<file path="src/rtl/bin_morph_bbox_5x5.sv">
// Binary 5x5 morphology (bypass/erode/dilate/majority) on the matrix stream,
// plus per-frame bounding box of foreground pixels.
`timescale 1ns/1ps
module bin_morph_bbox_5x5 #(
    parameter logic [9:0] IMG_HDISP  = 10'd640,
    parameter logic [9:0] IMG_VDISP  = 10'd480,
    parameter logic [4:0] MAJ_THRESH = 5'd13
) (
    input  logic        clk,
    input  logic        rst,
    input  logic        matrix_frame_vsync,
    input  logic        matrix_frame_href,
    input  logic        matrix_frame_clken,
    input  logic [24:0] matrix_bits,
    input  logic [1:0]  morph_mode,
    output logic        post_frame_vsync,
    output logic        post_frame_href,
    output logic        post_frame_clken,
    output logic        post_img_Bit,
    output logic [9:0]  bbox_xmin,
    output logic [9:0]  bbox_xmax,
    output logic [9:0]  bbox_ymin,
    output logic [9:0]  bbox_ymax,
    output logic        bbox_found,
    output logic        bbox_valid
);

    typedef enum logic {IDLE, ACTIVE} state_t;

    state_t      state_q, state_d;
    logic [4:0]  pop_c, pop;
    logic        ctr, filt;
    logic [1:0]  mode_r;
    logic        vs1, hr1, ce1;
    logic [9:0]  x_cnt, y_cnt;
    logic        href_d, vsync_d;
    logic [1:0]  fill;
    logic        seen_low;
    logic        vs_rise, vs_fall, fg;
    logic        start, latch;
    logic [9:0]  acc_xmin, acc_xmax, acc_ymin, acc_ymax;
    logic        acc_found;
    logic [9:0]  nxt_xmin, nxt_xmax, nxt_ymin, nxt_ymax;
    logic        nxt_found;

    always_comb begin
        pop_c = 5'd0;
        for (int i = 0; i < 25; i++) begin
            pop_c = pop_c + {4'd0, matrix_bits[i]};
        end
    end

    always_ff @(posedge clk or posedge rst) begin
        if (rst) begin
            pop    <= 5'd0;
            ctr    <= 1'b0;
            mode_r <= 2'b00;
            vs1    <= 1'b0;
            hr1    <= 1'b0;
            ce1    <= 1'b0;
        end else begin
            pop    <= pop_c;
            ctr    <= matrix_bits[12];
            mode_r <= morph_mode;
            vs1    <= matrix_frame_vsync;
            hr1    <= matrix_frame_href;
            ce1    <= matrix_frame_clken;
        end
    end

    always_comb begin
        filt = 1'b0;
        unique case (mode_r)
            2'b00:   filt = ctr;
            2'b01:   filt = (pop == 5'd25);
            2'b10:   filt = (pop != 5'd0);
            default: filt = (pop >= MAJ_THRESH);
        endcase
    end

    always_ff @(posedge clk or posedge rst) begin
        if (rst) begin
            post_frame_vsync <= 1'b0;
            post_frame_href  <= 1'b0;
            post_frame_clken <= 1'b0;
            post_img_Bit     <= 1'b0;
        end else begin
            post_frame_vsync <= vs1;
            post_frame_href  <= hr1;
            post_frame_clken <= ce1;
            post_img_Bit     <= hr1 & filt;
        end
    end

    // Coordinates of the pixel currently on the post_* strobes
    always_ff @(posedge clk or posedge rst) begin
        if (rst) begin
            x_cnt   <= 10'd0;
            y_cnt   <= 10'd0;
            href_d  <= 1'b0;
            vsync_d <= 1'b0;
        end else begin
            href_d  <= post_frame_href;
            vsync_d <= post_frame_vsync;
            if (!post_frame_href)
                x_cnt <= 10'd0;
            else if (post_frame_clken && x_cnt != IMG_HDISP - 10'd1)
                x_cnt <= x_cnt + 10'd1;
            if (!post_frame_vsync)
                y_cnt <= 10'd0;
            else if (href_d && !post_frame_href && y_cnt != IMG_VDISP - 10'd1)
                y_cnt <= y_cnt + 10'd1;
        end
    end

    // A vsync rise only counts once a genuine low has passed the refilled pipeline
    always_ff @(posedge clk or posedge rst) begin
        if (rst) begin
            fill     <= 2'b00;
            seen_low <= 1'b0;
        end else begin
            fill <= {fill[0], 1'b1};
            if (fill[1] && !post_frame_vsync)
                seen_low <= 1'b1;
        end
    end

    assign vs_rise = post_frame_vsync & ~vsync_d & seen_low;
    assign vs_fall = ~post_frame_vsync & vsync_d;
    assign fg = post_frame_vsync & post_frame_href & post_frame_clken & post_img_Bit;

    always_comb begin
        state_d = state_q;
        start   = 1'b0;
        latch   = 1'b0;
        unique case (state_q)
            IDLE: begin
                if (vs_rise) begin
                    start   = 1'b1;
                    state_d = ACTIVE;
                end
            end
            default: begin
                if (vs_fall) begin
                    latch   = 1'b1;
                    state_d = IDLE;
                end else if (vs_rise) begin
                    start = 1'b1;
                end
            end
        endcase
    end

    always_comb begin
        nxt_xmin  = start ? IMG_HDISP - 10'd1 : acc_xmin;
        nxt_ymin  = start ? IMG_VDISP - 10'd1 : acc_ymin;
        nxt_xmax  = start ? 10'd0 : acc_xmax;
        nxt_ymax  = start ? 10'd0 : acc_ymax;
        nxt_found = start ? 1'b0 : acc_found;
        if (fg && (start || state_q == ACTIVE)) begin
            nxt_found = 1'b1;
            if (x_cnt < nxt_xmin) nxt_xmin = x_cnt;
            if (x_cnt > nxt_xmax) nxt_xmax = x_cnt;
            if (y_cnt < nxt_ymin) nxt_ymin = y_cnt;
            if (y_cnt > nxt_ymax) nxt_ymax = y_cnt;
        end
    end

    always_ff @(posedge clk or posedge rst) begin
        if (rst) begin
            state_q   <= IDLE;
            acc_xmin  <= 10'd0;
            acc_xmax  <= 10'd0;
            acc_ymin  <= 10'd0;
            acc_ymax  <= 10'd0;
            acc_found <= 1'b0;
        end else begin
            state_q   <= state_d;
            acc_xmin  <= nxt_xmin;
            acc_xmax  <= nxt_xmax;
            acc_ymin  <= nxt_ymin;
            acc_ymax  <= nxt_ymax;
            acc_found <= nxt_found;
        end
    end

    always_ff @(posedge clk or posedge rst) begin
        if (rst) begin
            bbox_xmin  <= 10'd0;
            bbox_xmax  <= 10'd0;
            bbox_ymin  <= 10'd0;
            bbox_ymax  <= 10'd0;
            bbox_found <= 1'b0;
            bbox_valid <= 1'b0;
        end else begin
            bbox_valid <= latch;
            if (latch) begin
                bbox_xmin  <= acc_found ? acc_xmin : 10'd0;
                bbox_xmax  <= acc_found ? acc_xmax : 10'd0;
                bbox_ymin  <= acc_found ? acc_ymin : 10'd0;
                bbox_ymax  <= acc_found ? acc_ymax : 10'd0;
                bbox_found <= acc_found;
            end
        end
    end

endmodule

</file>
<file path="config.mk">
export PLATFORM = sky130hd
export DESIGN_NAME = bin_morph_bbox_5x5
export DESIGN_NICKNAME = d
export VERILOG_FILES = /design/src/rtl/bin_morph_bbox_5x5.sv
export SDC_FILE = /design/constraint.sdc
export NUM_CORES = 1
export LEC_CHECK = 0
export BUFFER_PORTS_ARGS = -buffer_cell sky130_fd_sc_hd__buf_2
export CAP_MARGIN = 20
export CELL_PAD_IN_SITES_DETAIL_PLACEMENT = 1
export CELL_PAD_IN_SITES_GLOBAL_PLACEMENT = 2
export CORE_ASPECT_RATIO = 0.5
export CORE_UTILIZATION = 34
export CTS_CLUSTER_SIZE = 20
export DETAILED_ROUTE_END_ITERATION = 10
export GPL_TIMING_DRIVEN = 0
export PLACE_DENSITY_LB_ADDON = 0.1
export SLEW_MARGIN = 10
export SYNTH_ARGS = -nofsm -noshare
export SYNTH_HDL_FRONTEND = slang
export SYNTH_SLANG_ARGS = --single-unit
</file>
<file path="constraint.sdc">
create_clock -name clk -period 3.8 [get_ports clk]
set_clock_uncertainty 0.05 [all_clocks]
set_input_delay 0.76 -clock clk [delete_from_list [all_inputs] [get_ports clk]]
set_output_delay 0.76 -clock clk [all_outputs]
set_load 0.02 [all_outputs]
</file>
==> results of run 1 <==
## area by class of cell
cell class                      count  area share
Buffer                             24      0.0147
Clock buffer                       17      0.0538
Clock inverter                     15      0.0192
Inverter                           70      0.0340
Multi-Input combinational cell    431       0.381
Sequential cell                   124       0.393
Tap cell                          259      0.0410
Timing Repair Buffer               82      0.0632
## cell usage in the layout (no fill, tap or decap), types with 2 or more instances in the layout
master and n:
sky130_fd_sc_hd__bufinv_16 2, sky130_fd_sc_hd__o211ai_1 2, sky130_fd_sc_hd__clkbuf_16 17, sky130_fd_sc_hd__mux2_4 2
sky130_fd_sc_hd__inv_2 5, sky130_fd_sc_hd__or3_1 2, sky130_fd_sc_hd__buf_6 5, sky130_fd_sc_hd__nand2_1 118
sky130_fd_sc_hd__clkbuf_1 19, sky130_fd_sc_hd__nor4_1 3, sky130_fd_sc_hd__buf_2 74, sky130_fd_sc_hd__clkinv_4 3
sky130_fd_sc_hd__a21o_1 3, sky130_fd_sc_hd__and4_1 2, sky130_fd_sc_hd__dfrtp_1 124, sky130_fd_sc_hd__xnor2_1 16
sky130_fd_sc_hd__buf_4 4, sky130_fd_sc_hd__o21ai_0 52, sky130_fd_sc_hd__nand4_1 10, sky130_fd_sc_hd__nor2_1 48
sky130_fd_sc_hd__mux2i_1 41, sky130_fd_sc_hd__and2_1 2, sky130_fd_sc_hd__fa_1 15, sky130_fd_sc_hd__a21oi_1 21
sky130_fd_sc_hd__nor2b_1 3, sky130_fd_sc_hd__nor3_1 8, sky130_fd_sc_hd__clkinvlp_4 7, sky130_fd_sc_hd__buf_12 3
sky130_fd_sc_hd__ha_1 45, sky130_fd_sc_hd__fa_2 3, sky130_fd_sc_hd__nand3_1 10, sky130_fd_sc_hd__a31oi_1 2
sky130_fd_sc_hd__o21ai_2 2, sky130_fd_sc_hd__inv_1 63, sky130_fd_sc_hd__clkinv_2 4
## worst min path at each step
| stage | endpoint | slack, ns | cells after the start |
|---|---|---|---|
| finish | bbox_xmax[4] | 0.27 | 2 |
| global route | bbox_xmax[4] | 0.28 | 2 |
| CTS | bbox_xmax[4] | 0.28 | 2 |
| floorplan | fill[1] | 0.28 | 0 |
| detailed placement | fill[1] | 0.29 | 0 |
| global placement | post_frame_vsync | 0.28 | 0 |
## report_power, final
group | switching, mW | leakage [nW] | internal [mW] | total (mW)
combinational | 0.503 | 2.11 | 0.386 | 0.889
clock | 0.629 | 0.267 | 0.960 | 1.59
sequential | 0.0618 | 1.60 | 1.43 | 1.49
total | 1.19 | 3.97 | 2.77 | 3.97
## worst max-delay path, cell delays in order
cell and delay [ns]:
sky130_fd_sc_hd__buf_6 0.09, sky130_fd_sc_hd__fa_1 0.54, sky130_fd_sc_hd__inv_2 0.04, sky130_fd_sc_hd__fa_1 0.50
sky130_fd_sc_hd__fa_1 0.44, sky130_fd_sc_hd__fa_1 0.50, sky130_fd_sc_hd__fa_1 0.50, sky130_fd_sc_hd__inv_1 0.05
sky130_fd_sc_hd__fa_2 0.35, sky130_fd_sc_hd__buf_4 0.14, sky130_fd_sc_hd__a21o_1 0.16, sky130_fd_sc_hd__a21oi_2 0.12
sky130_fd_sc_hd__xnor2_1 0.12
## cells in the mapped netlist, types with 2 or more instances
library cell / n
sky130_fd_sc_hd__a21o_1: 3
sky130_fd_sc_hd__a21oi_1: 22
sky130_fd_sc_hd__a31oi_1: 2
sky130_fd_sc_hd__and2_1: 2
sky130_fd_sc_hd__and4_1: 2
sky130_fd_sc_hd__buf_4: 3
sky130_fd_sc_hd__buf_6: 2
sky130_fd_sc_hd__clkbuf_1: 19
sky130_fd_sc_hd__dfrtp_1: 124
sky130_fd_sc_hd__fa_1: 18
sky130_fd_sc_hd__ha_1: 45
sky130_fd_sc_hd__inv_1: 70
sky130_fd_sc_hd__mux2_4: 2
sky130_fd_sc_hd__mux2i_1: 41
sky130_fd_sc_hd__nand2_1: 118
sky130_fd_sc_hd__nand3_1: 10
sky130_fd_sc_hd__nand4_1: 10
sky130_fd_sc_hd__nor2_1: 48
sky130_fd_sc_hd__nor2b_1: 4
sky130_fd_sc_hd__nor3_1: 8
sky130_fd_sc_hd__nor4_1: 3
sky130_fd_sc_hd__o211ai_1: 2
sky130_fd_sc_hd__o21ai_0: 53
sky130_fd_sc_hd__or3_1: 2
sky130_fd_sc_hd__xnor2_1: 16
## routing by layer
layer,up-vias,wire [um]
met2,71,7710
li1,2342,-
met3,23,556
met1,2426,8150
met4,0,193
met5,-,0
## cell families after synthesis
kind of cell               count (synthesis)  synth area share
DFF                                      124             0.479
xor gates and xnor gates                  16            0.0216
adders and majority gates                 63             0.143
AOI/OAI and AO/OA                         94            0.0877
muxes                                     43            0.0680
other                                      1          0.000579
buffers and inverters                     94            0.0585
and+or+nand+nor                          214             0.142
## per-stage QoR
| step | utilization | cell area (um^2) | std cells | worst slack, ns | hold slack [ns] |
|---|---|---|---|---|---|
| after global routing | 0.427 | 7900 | 1022 | -0.367 | 0.281 |
| after CTS | 0.425 | 7880 | 1021 | -0.246 | 0.280 |
| final | 0.427 | 7900 | 1022 | -0.232 | 0.271 |
| after detailed placement | 0.394 | 7290 | 989 | -0.713 | 0.292 |
| after global placement | 0.389 | 7200 | 985 | -0.669 | 0.283 |
| after floorplan | - | 6490 | 649 | -0.416 | 0.281 |
## what timing repair did
item,CTS,global route
setup buffers,0,1
resized for setup,3,5
endpoints found under the setup margin,4,4
hold buffers,0,0
pin swaps,5,4
==> summary.txt, run 1 <==
Status
  – Outcome: finished with violations
  – Failing checks: setup timing

GRT
  – Number of global-route vias before repair: 5291
  – Global routing's busiest layer: met2
  – Global-route usage over all layers: 0.187
  – Met2 track demand over resource in global routing: 0.303
  – First-pass GRT wire length: 28000 um
  – GRT Residual Overflow: 0
  – Maximum number of pins on one net before global-route repair: 36
  – Number of antenna violations at the first check in global routing: 0
  – Fraction of met3 tracks used by global routing: 0.0417
  – Met1 Track Usage GR: 0.251

Logic synthesis
  – Post-synth EDFFs: 0
  – Synth Area per Inst: 9.98 um^2
  – Total of flip-flops plus latches after synthesis: 124
  – Top cell type's share of synthesized area: 0.479
  – Count of synthesis-stage warnings from yosys: 0
  – Synth Net Count: 744
  – Seq/Total Area, Yosys: 0.479
  – Synth top area cells: sky130_fd_sc_hd__dfrtp_1 48%, sky130_fd_sc_hd__ha_1 8.7%, sky130_fd_sc_hd__nand2_1 6.8%, sky130_fd_sc_hd__mux2i_1 6.3%, sky130_fd_sc_hd__fa_1 5.6%
  – Syn Std Cell Area: 0.00648 mm^2
  – Flip-flop cell with the highest count after synthesis: sky130_fd_sc_hd__dfrtp_1
  – Number of instances in the synthesized netlist: 649
  – Netlist cell types: 45
  – FFs w/ async S/R, synth: 1.00
  – Largest area contributor in the netlist: sky130_fd_sc_hd__dfrtp_1

Clock tree
  – Sinks on the clock net: 124
  – CTS tree: built
  – # H-tree levels: 4
  – Buffer levels on the longest clock path: 2
  – Reg clk slew, reported paths: 0.06 ns
  – TritonCTS buffer count: 17
  – Insertion delay to the later sink of the worst-skew pair: 0.42 ns
  – Clock root cell: sky130_fd_sc_hd__clkbuf_16

Floorplan
  – Vertical die dimension: 99.6 um
  – Initial standard-cell utilization of the core: 0.350
  – Die outline width: 197 um
  – Boundary pin count: 78
  – Die Outline Area: 0.0196 mm^2
  – Placeable core region: 0.0185 mm^2
  – Row count: 35

Cells and area
  – Synth-to-Final Area Change: 22.0%
  – Diodes inserted: 0
  – Share of final-layout standard cells stronger than drive strength 1: 0.183
  – Fill count: 2113
  – Nets: 845
  – Area taken by flip-flops and latches: 0.00310 mm^2
  – Multi-input gate area in the final layout: 0.00301 mm^2

Route
  – Final routed DRC violation total: 0
  – Routed wire length per instance: 16.3 um
  – Initial detailed-routing violation count: 183
  – Remaining antenna violation count after routing: 0
  – Number of optimization iterations in the first detailed-route pass: 4
  – Detailed Route WL: 16600 um
  – Via density per instance: 4.76
  – Number of vias after detailed routing: 4862

Placement
  – Detailed placement HPWL: 12800 um
  – Input/output buffers: 77
  – Final weighted congestion in routability-driven placement: 0.752

Critical path
  – Register-to-Register Path Depth: 10
  – Worst endpoint data arrival time: 4.32 ns
  – Element type at the critical path start: primary input
  – Critical Setup Path Class: in2reg
  – Required @ worst endpoint: 4.09 ns
  – Crit. End Element: flip-flop
  – Capture instance of the worst register-to-register path: acc_xmax[0]
  – Critical register-to-register path startpoint: post_frame_vsync
  – Worst setup path endpoint: pop[3]
  – Worst-path maximum fanout: 2
  – Launching instance or port of the critical path: matrix_bits[17]
  – Reg2reg setup slack: 0.52 ns

Power and ir drop
  – Power density over cell area: 502 mW/mm^2
  – Leakage dissipation: 3.97 nW
  – Worst vdd ir: 0.000321 V
  – Sum of internal, switching and leakage power: 3.97 mW

STA
  – Final setup fails: 4
  – Max-slew violation count: 0
  – Max Freq: 248 MHz
  – Count of final hold-check violations: 0
  – Final Critical Period: 4.03 ns
  – Post-route setup slack: -0.232 ns
  – Headroom to the max-slew limit: 0.521
  – Transition at the pin with the smallest max-transition slack: 0.716 ns
  – RSZ-0062 raised after global routing: yes
  – Crit share post-route: 1.06
  – Accumulated negative setup slack: -0.823 ns

Flow run
  – Number of violations of the max-capacitance limit: 0

Min path
  – HP Class: in2async
Note: power is estimated with default switching activity, not from simulation.
==> run 2, diff against run 1 <==
--- a/config.mk
+++ b/config.mk
@@ -15,6 +15,7 @@
 export DETAILED_ROUTE_END_ITERATION = 10
 export GPL_TIMING_DRIVEN = 0
 export PLACE_DENSITY_LB_ADDON = 0.1
+export RECOVER_POWER = 25
 export SLEW_MARGIN = 10
 export SYNTH_ARGS = -nofsm -noshare
 export SYNTH_HDL_FRONTEND = slang
==> summary.txt, run 2 (synthesized netlist as in run 1, its figures left out) <==
Power and ir drop
  – Power density over cell area: 505 mW/mm^2 (+0.49%)
  – Worst vdd ir: 0.000321 V (unchanged)
  – Sum of internal, switching and leakage power: 3.96 mW (-0.15%)
  – Leakage dissipation: 3.95 nW (-0.54%)

GRT
  – Number of global-route vias before repair: 5291 (unchanged)
  – Number of antenna violations at the first check in global routing: 0 (unchanged)
  – Global-route usage over all layers: 0.187 (unchanged)
  – GRT Residual Overflow: 0 (unchanged)
  – First-pass GRT wire length: 28000 um (unchanged)
  – Maximum number of pins on one net before global-route repair: 36 (unchanged)

Min path
  – HP Class: reg2reg
  – WHS Path Cells: 0

Floorplan
  – Placeable core region: 0.0185 mm^2 (unchanged)
  – Boundary pin count: 78 (unchanged)
  – Die Outline Area: 0.0196 mm^2 (unchanged)
  – Row count: 35 (unchanged)
  – Initial standard-cell utilization of the core: 0.350 (unchanged)
  – Die outline width: 197 um (unchanged)
  – Vertical die dimension: 99.6 um (unchanged)

Cells and area
  – Most common library cell in the layout ignoring fill and taps: sky130_fd_sc_hd__dfrtp_1
  – Area taken by flip-flops and latches: 0.00310 mm^2 (unchanged)
  – Diodes inserted: 0 (unchanged)
  – Synth-to-Final Area Change: 21.2%
  – Nets: 845 (unchanged)
  – Share of final-layout standard cells stronger than drive strength 1: 0.181 (-0.00262)
  – Fill count: 2118 (+0.24%)
  – Multi-input gate area in the final layout: 0.00301 mm^2 (unchanged)
  – Most frequent cells in the layout: 124 x sky130_fd_sc_hd__dfrtp_1, 118 x sky130_fd_sc_hd__nand2_1, 73 x sky130_fd_sc_hd__buf_2

STA
  – Final setup fails: 4 (unchanged)
  – Count of final hold-check violations: 0 (unchanged)
  – Headroom to the max-slew limit: 0.135 (-0.387)
  – Max Freq: 248 MHz (about the same)
  – Crit share post-route: 1.06 (about the same)
  – Final Critical Period: 4.03 ns (-0.0000650 ns)
  – RSZ-0062 raised after global routing: yes
  – Post-route setup slack: -0.232 ns (+0.0000650 ns)
  – Transition at the pin with the smallest max-transition slack: 1.30 ns (+0.582 ns)
  – Max-slew violation count: 0 (unchanged)

Flow run
  – Number of violations of the max-capacitance limit: 0 (unchanged)

Placement
  – Detailed placement HPWL: 12800 um (unchanged)
  – Worst setup slack before clock tree synthesis: -0.713 ns (unchanged)
  – Final weighted congestion in routability-driven placement: 0.752 (unchanged)
  – Input/output buffers: 77 (unchanged)

Status
  – Outcome: finished with violations
  – Failing checks: setup timing

Route
  – Detailed Route WL: 16600 um (-0.10%)
  – Final routed DRC violation total: 0 (unchanged)
  – Initial detailed-routing violation count: 173 (-5.5%)
  – Number of vias after detailed routing: 4869 (+0.14%)
  – Routed wire length per instance: 16.2 um (-0.10%)
  – Number of optimization iterations in the first detailed-route pass: 4 (unchanged)
  – Via density per instance: 4.76 (+0.14%)
  – Remaining antenna violation count after routing: 0 (unchanged)

Critical path
  – Register-to-Register Path Depth: 10 (unchanged)
  – Required @ worst endpoint: 4.09 ns (about the same)
  – Most prevalent standard cell on the critical path: sky130_fd_sc_hd__fa_1
  – CP peak stage delay: 0.54 ns (about the same)
  – Critical Setup Path Class: in2reg
  – Worst endpoint data arrival time: 4.32 ns (about the same)
  – Critical path's slowest cell: sky130_fd_sc_hd__fa_1
  – Cell-by-cell listing of the critical path: buf_6, fa_1, inv_2, fa_1, fa_1, fa_1, fa_1, inv_1, fa_2, buf_4, a21o_1, a21oi_2, xnor2_1
  – Element type at the critical path start: primary input
  – Crit. End Element: flip-flop
  – Reg2reg setup slack: 0.49 ns (-0.03 ns)
  – Worst-path maximum fanout: 2 (unchanged)

Clock tree
  – Buffer levels on the longest clock path: 2 (unchanged)
  – Clock root cell: sky130_fd_sc_hd__clkbuf_16
  – CTS Hold Buffers Added: 0 (unchanged)
  – Insertion delay to the later sink of the worst-skew pair: 0.42 ns (about the same)
  – CTS tree: built
  – Sinks on the clock net: 124 (unchanged)
  – TritonCTS buffer count: 17 (unchanged)
  – # H-tree levels: 4 (unchanged)
  – Reg clk slew, reported paths: 0.06 ns (about the same)
-- run 2: worst paths after layout --
kind	startpoint	endpoint
max	matrix_bits[17]	pop[3]
min	vs1	post_frame_vsync
max reg2reg	post_frame_vsync	acc_xmax[0]
min reg2reg	vs1	post_frame_vsync
max in group asynchronous	rst	acc_ymax[0]
min in group asynchronous	rst	bbox_xmax[4]
-- run 2: layout make-up --
class | count | area share
Clock buffer | 17 | 0.0542
Inverter | 70 | 0.0339
Timing Repair Buffer | 82 | 0.0575
Sequential cell | 124 | 0.395
Multi-Input combinational cell | 431 | 0.384
Clock inverter | 15 | 0.0193
Buffer | 24 | 0.0148
Tap cell | 259 | 0.0413
-- run 2: worst max-delay path, delay by kind of cell --
family                     cells  cell delay [ns]
adders and majority gates      6             2.83
buffers and inverters          4             0.32
AOI/OAI and AO/OA              2             0.28
xor gates and xnor gates       1             0.12
-- run 2: repair_timing --
action	in CTS	in global routing
endpoints found under the hold margin	0	0
pin swaps	5	4
setup buffers	0	1
gates resized for setup	3	5
gates cloned	0	0
setup endpoints to repair	4	4
-- run 2: report_power, final --
part           internal [mW]  switching, mW
clock                  0.960          0.630
combinational          0.380          0.502
sequential              1.43         0.0620
-- run 2: through the flow --
step	utilization	TNS (ns)	hold WS (ns)	cells	area (um^2)
5_1_grt	0.424	-1.31	0.315	1022	7850
6_report	0.424	-0.823	0.301	1022	7850
3_5_place_dp	0.394	-2.91	0.292	989	7290
3_3_place_gp	0.389	-2.72	0.283	985	7200
4_1_cts	0.425	-0.763	0.280	1021	7880
2_1_floorplan	-	-1.50	0.281	649	6490
-- run 2: layer usage --
metal / wire (um) / GRT usage / vias to the layer above
li1: - / - / 2338
met1: 8060 / 0.251 / 2438
met2: 7720 / 0.303 / 70
met3: 623 / 0.0417 / 23
met4: 192 / 0.0543 / 0
met5: 0 / 0 / -
==> run 3, diff against run 2 <==
--- a/config.mk
+++ b/config.mk
@@ -9,7 +9,6 @@
 export CAP_MARGIN = 20
 export CELL_PAD_IN_SITES_DETAIL_PLACEMENT = 1
 export CELL_PAD_IN_SITES_GLOBAL_PLACEMENT = 2
-export CORE_ASPECT_RATIO = 0.5
 export CORE_UTILIZATION = 34
 export CTS_CLUSTER_SIZE = 20
 export DETAILED_ROUTE_END_ITERATION = 10
@@ -20,3 +19,4 @@
 export SYNTH_ARGS = -nofsm -noshare
 export SYNTH_HDL_FRONTEND = slang
 export SYNTH_SLANG_ARGS = --single-unit
+export TNS_END_PERCENT = 20
==> summary.txt, run 3 (synthesized netlist as in run 1, its figures left out) <==
Critical path
  – Critical Setup Path Class: in2reg
  – Worst-path maximum fanout: 2 (unchanged)
  – Required @ worst endpoint: 4.05 ns (-0.04 ns)
  – Critical path's slowest cell: sky130_fd_sc_hd__fa_1
  – Register-to-Register Path Depth: 11 (+1)
  – Crit. End Element: flip-flop
  – Cell-by-cell listing of the critical path: buf_6, fa_1, inv_1, fa_1, fa_1, fa_1, fa_1, inv_2, fa_2, inv_2, fa_2, nor2b_1, o21ai_1, nand2b_1
  – CP peak stage delay: 0.54 ns (about the same)
  – Most prevalent standard cell on the critical path: sky130_fd_sc_hd__fa_1
  – Worst endpoint data arrival time: 4.31 ns (about the same)
  – Element type at the critical path start: primary input

STA
  – Headroom to the max-slew limit: -0.391 (-0.526)
  – Post-route setup slack: -0.264 ns (-0.0314 ns)
  – Accumulated negative setup slack: -0.786 ns (+0.0365 ns)
  – Final setup fails: 4 (unchanged)
  – Max Freq: 246 MHz (-0.77%)
  – Final Critical Period: 4.06 ns (+0.0314 ns)
  – Max-slew violation count: 75 (+75)
  – RSZ-0062 raised after global routing: yes
  – Crit share post-route: 1.07 (+0.00827)
  – Count of final hold-check violations: 0 (unchanged)
  – Transition at the pin with the smallest max-transition slack: 2.09 ns (+0.788 ns)

Placement
  – Input/output buffers: 77 (unchanged)
  – Post-place instance area: 0.00723 mm^2 (-0.81%)
  – Final weighted congestion in routability-driven placement: 0.760 (+0.97%)
  – Detailed placement HPWL: 13000 um (+1.8%)
  – Worst setup slack before clock tree synthesis: -0.771 ns (-0.0579 ns)

GRT
  – Number of antenna violations at the first check in global routing: 0 (unchanged)
  – Maximum number of pins on one net before global-route repair: 39 (+8.3%)
  – First-pass GRT wire length: 28100 um (about the same)
  – Number of global-route vias before repair: 5303 (+0.23%)
  – GRT Residual Overflow: 0 (unchanged)
  – Global-route usage over all layers: 0.187 (about the same)

Route
  – Number of optimization iterations in the first detailed-route pass: 5 (+1)
  – Number of vias after detailed routing: 4790 (-1.6%)
  – Remaining antenna violation count after routing: 0 (unchanged)
  – Detailed Route WL: 16600 um (+0.17%)
  – Routed wire length per instance: 16.7 um (+3.0%)
  – Via density per instance: 4.82 (+1.1%)
  – Initial detailed-routing violation count: 117 (-32%)
  – Final routed DRC violation total: 0 (unchanged)

Clock tree
  – CTS tree: built
  – Insertion delay to the later sink of the worst-skew pair: 0.41 ns (about the same)
  – # H-tree levels: 4 (unchanged)
  – Clock root cell: sky130_fd_sc_hd__clkbuf_16
  – Buffer levels on the longest clock path: 2 (unchanged)
  – TritonCTS buffer count: 17 (unchanged)
  – Reg clk slew, reported paths: 0.06 ns (about the same)
  – Sinks on the clock net: 124 (unchanged)

Min path
  – HP Class: reg2reg
  – WHS Path Cells: 0 (unchanged)

Cells and area
  – Most frequent cells in the layout: 124 x sky130_fd_sc_hd__dfrtp_1, 118 x sky130_fd_sc_hd__nand2_1, 75 x sky130_fd_sc_hd__buf_2
  – Core occupancy in the finished layout: 0.416 (-0.00752)
  – Final Cell Area: 0.00779 mm^2 (-0.81%)
  – Share of final-layout standard cells stronger than drive strength 1: 0.171 (-0.00981)
  – Fill count: 2120 (+0.094%)
  – Nets: 843 (-0.24%)
  – Most common library cell in the layout ignoring fill and taps: sky130_fd_sc_hd__dfrtp_1
  – Synth-to-Final Area Change: 20.2%
  – Diodes inserted: 0 (unchanged)

Floorplan
  – Placeable core region: 0.0187 mm^2 (+0.98%)
  – Die outline width: 140 um (-29%)
  – Boundary pin count: 78 (unchanged)
  – Vertical die dimension: 140 um (+41%)
  – Die Outline Area: 0.0196 mm^2 (-0.17%)
  – Row count: 50 (+43%)
  – Initial standard-cell utilization of the core: 0.346 (-0.00339)

Status
  – Failing checks: capacitance limit, slew limit, setup timing
  – Outcome: finished with violations

Power and ir drop
  – Power density over cell area: 506 mW/mm^2 (+0.20%)
  – Worst vdd ir: 0.000366 V (+14%)
  – Leakage dissipation: 3.95 nW (about the same)

Flow run
  – Number of violations of the max-capacitance limit: 2 (+2)
## run 3: cell types whose count changed in the layout (fill, tap and decap cells not counted), sizes merged
cell      delta
buf          -1
clkbuf       +1
clkinv       -1
clkinvlp     -5
inv          +3
## run 3: through the flow
step           cells  hold WS (ns)  power (mW)
6_report         994         0.304        3.94
5_1_grt          994         0.326        4.19
4_1_cts          994         0.277        4.01
3_5_place_dp     963         0.291        2.38
3_3_place_gp     960         0.283        2.33
2_1_floorplan    649         0.281        2.12
## run 3: critical path: cells and delay by family
family	cells	cell delay, ns
adder cells (fa/ha/maj)	7	3.07
AO/OA/AOI/OAI	1	0.11
AND/OR/NAND/NOR	2	0.11
buffers and inverters	4	0.25
## run 3: repair_timing
| item | in CTS | in global routing |
|---|---|---|
| hold buffers | 0 | 0 |
| pin swaps | 1 | 1 |
| setup endpoints to repair | 4 | 4 |
| buffers inserted | 0 | 0 |
| gates resized for setup | 2 | 1 |
## run 3: report_power, final
group	switching, mW	internal (mW)
registers	0.0640	1.43
clock network	0.617	0.986
logic	0.481	0.361
total	1.16	2.78
## run 3: final timing paths
path / start / to / slack (ns)
worst max-delay path: matrix_bits[17] / pop[4] / -0.26
worst min-delay path: fill[0] / fill[1] / 0.30
worst max register to register: post_frame_vsync / acc_xmin[5] / 0.59
worst min register to register: fill[0] / fill[1] / 0.30
max in group asynchronous: rst / acc_xmax[2] / 1.01
min in group asynchronous: rst / bbox_ymin[4] / 0.35
## run 3: final cells by class
type                       count  area, um^2  share of cell area
clock inverter                12         139              0.0178
timing repair buffer          80         418              0.0537
tap                          234         293              0.0376
sequential                   124        3100               0.398
clock buffer                  19         443              0.0569
buffer                        24         116              0.0149
multi-input combinational    431        3010               0.386
inverter                      70         267              0.0342
## run 3: routing by layer
layer / vias to the layer above / wire length, um / global-route usage
met1: 2350 / 8360 / 0.263
met4: 0 / 191 / 0.0607
met2: 85 / 7650 / 0.293
met5: - / 0 / 0
li1: 2339 / - / -
met3: 16 / 418 / 0.0304
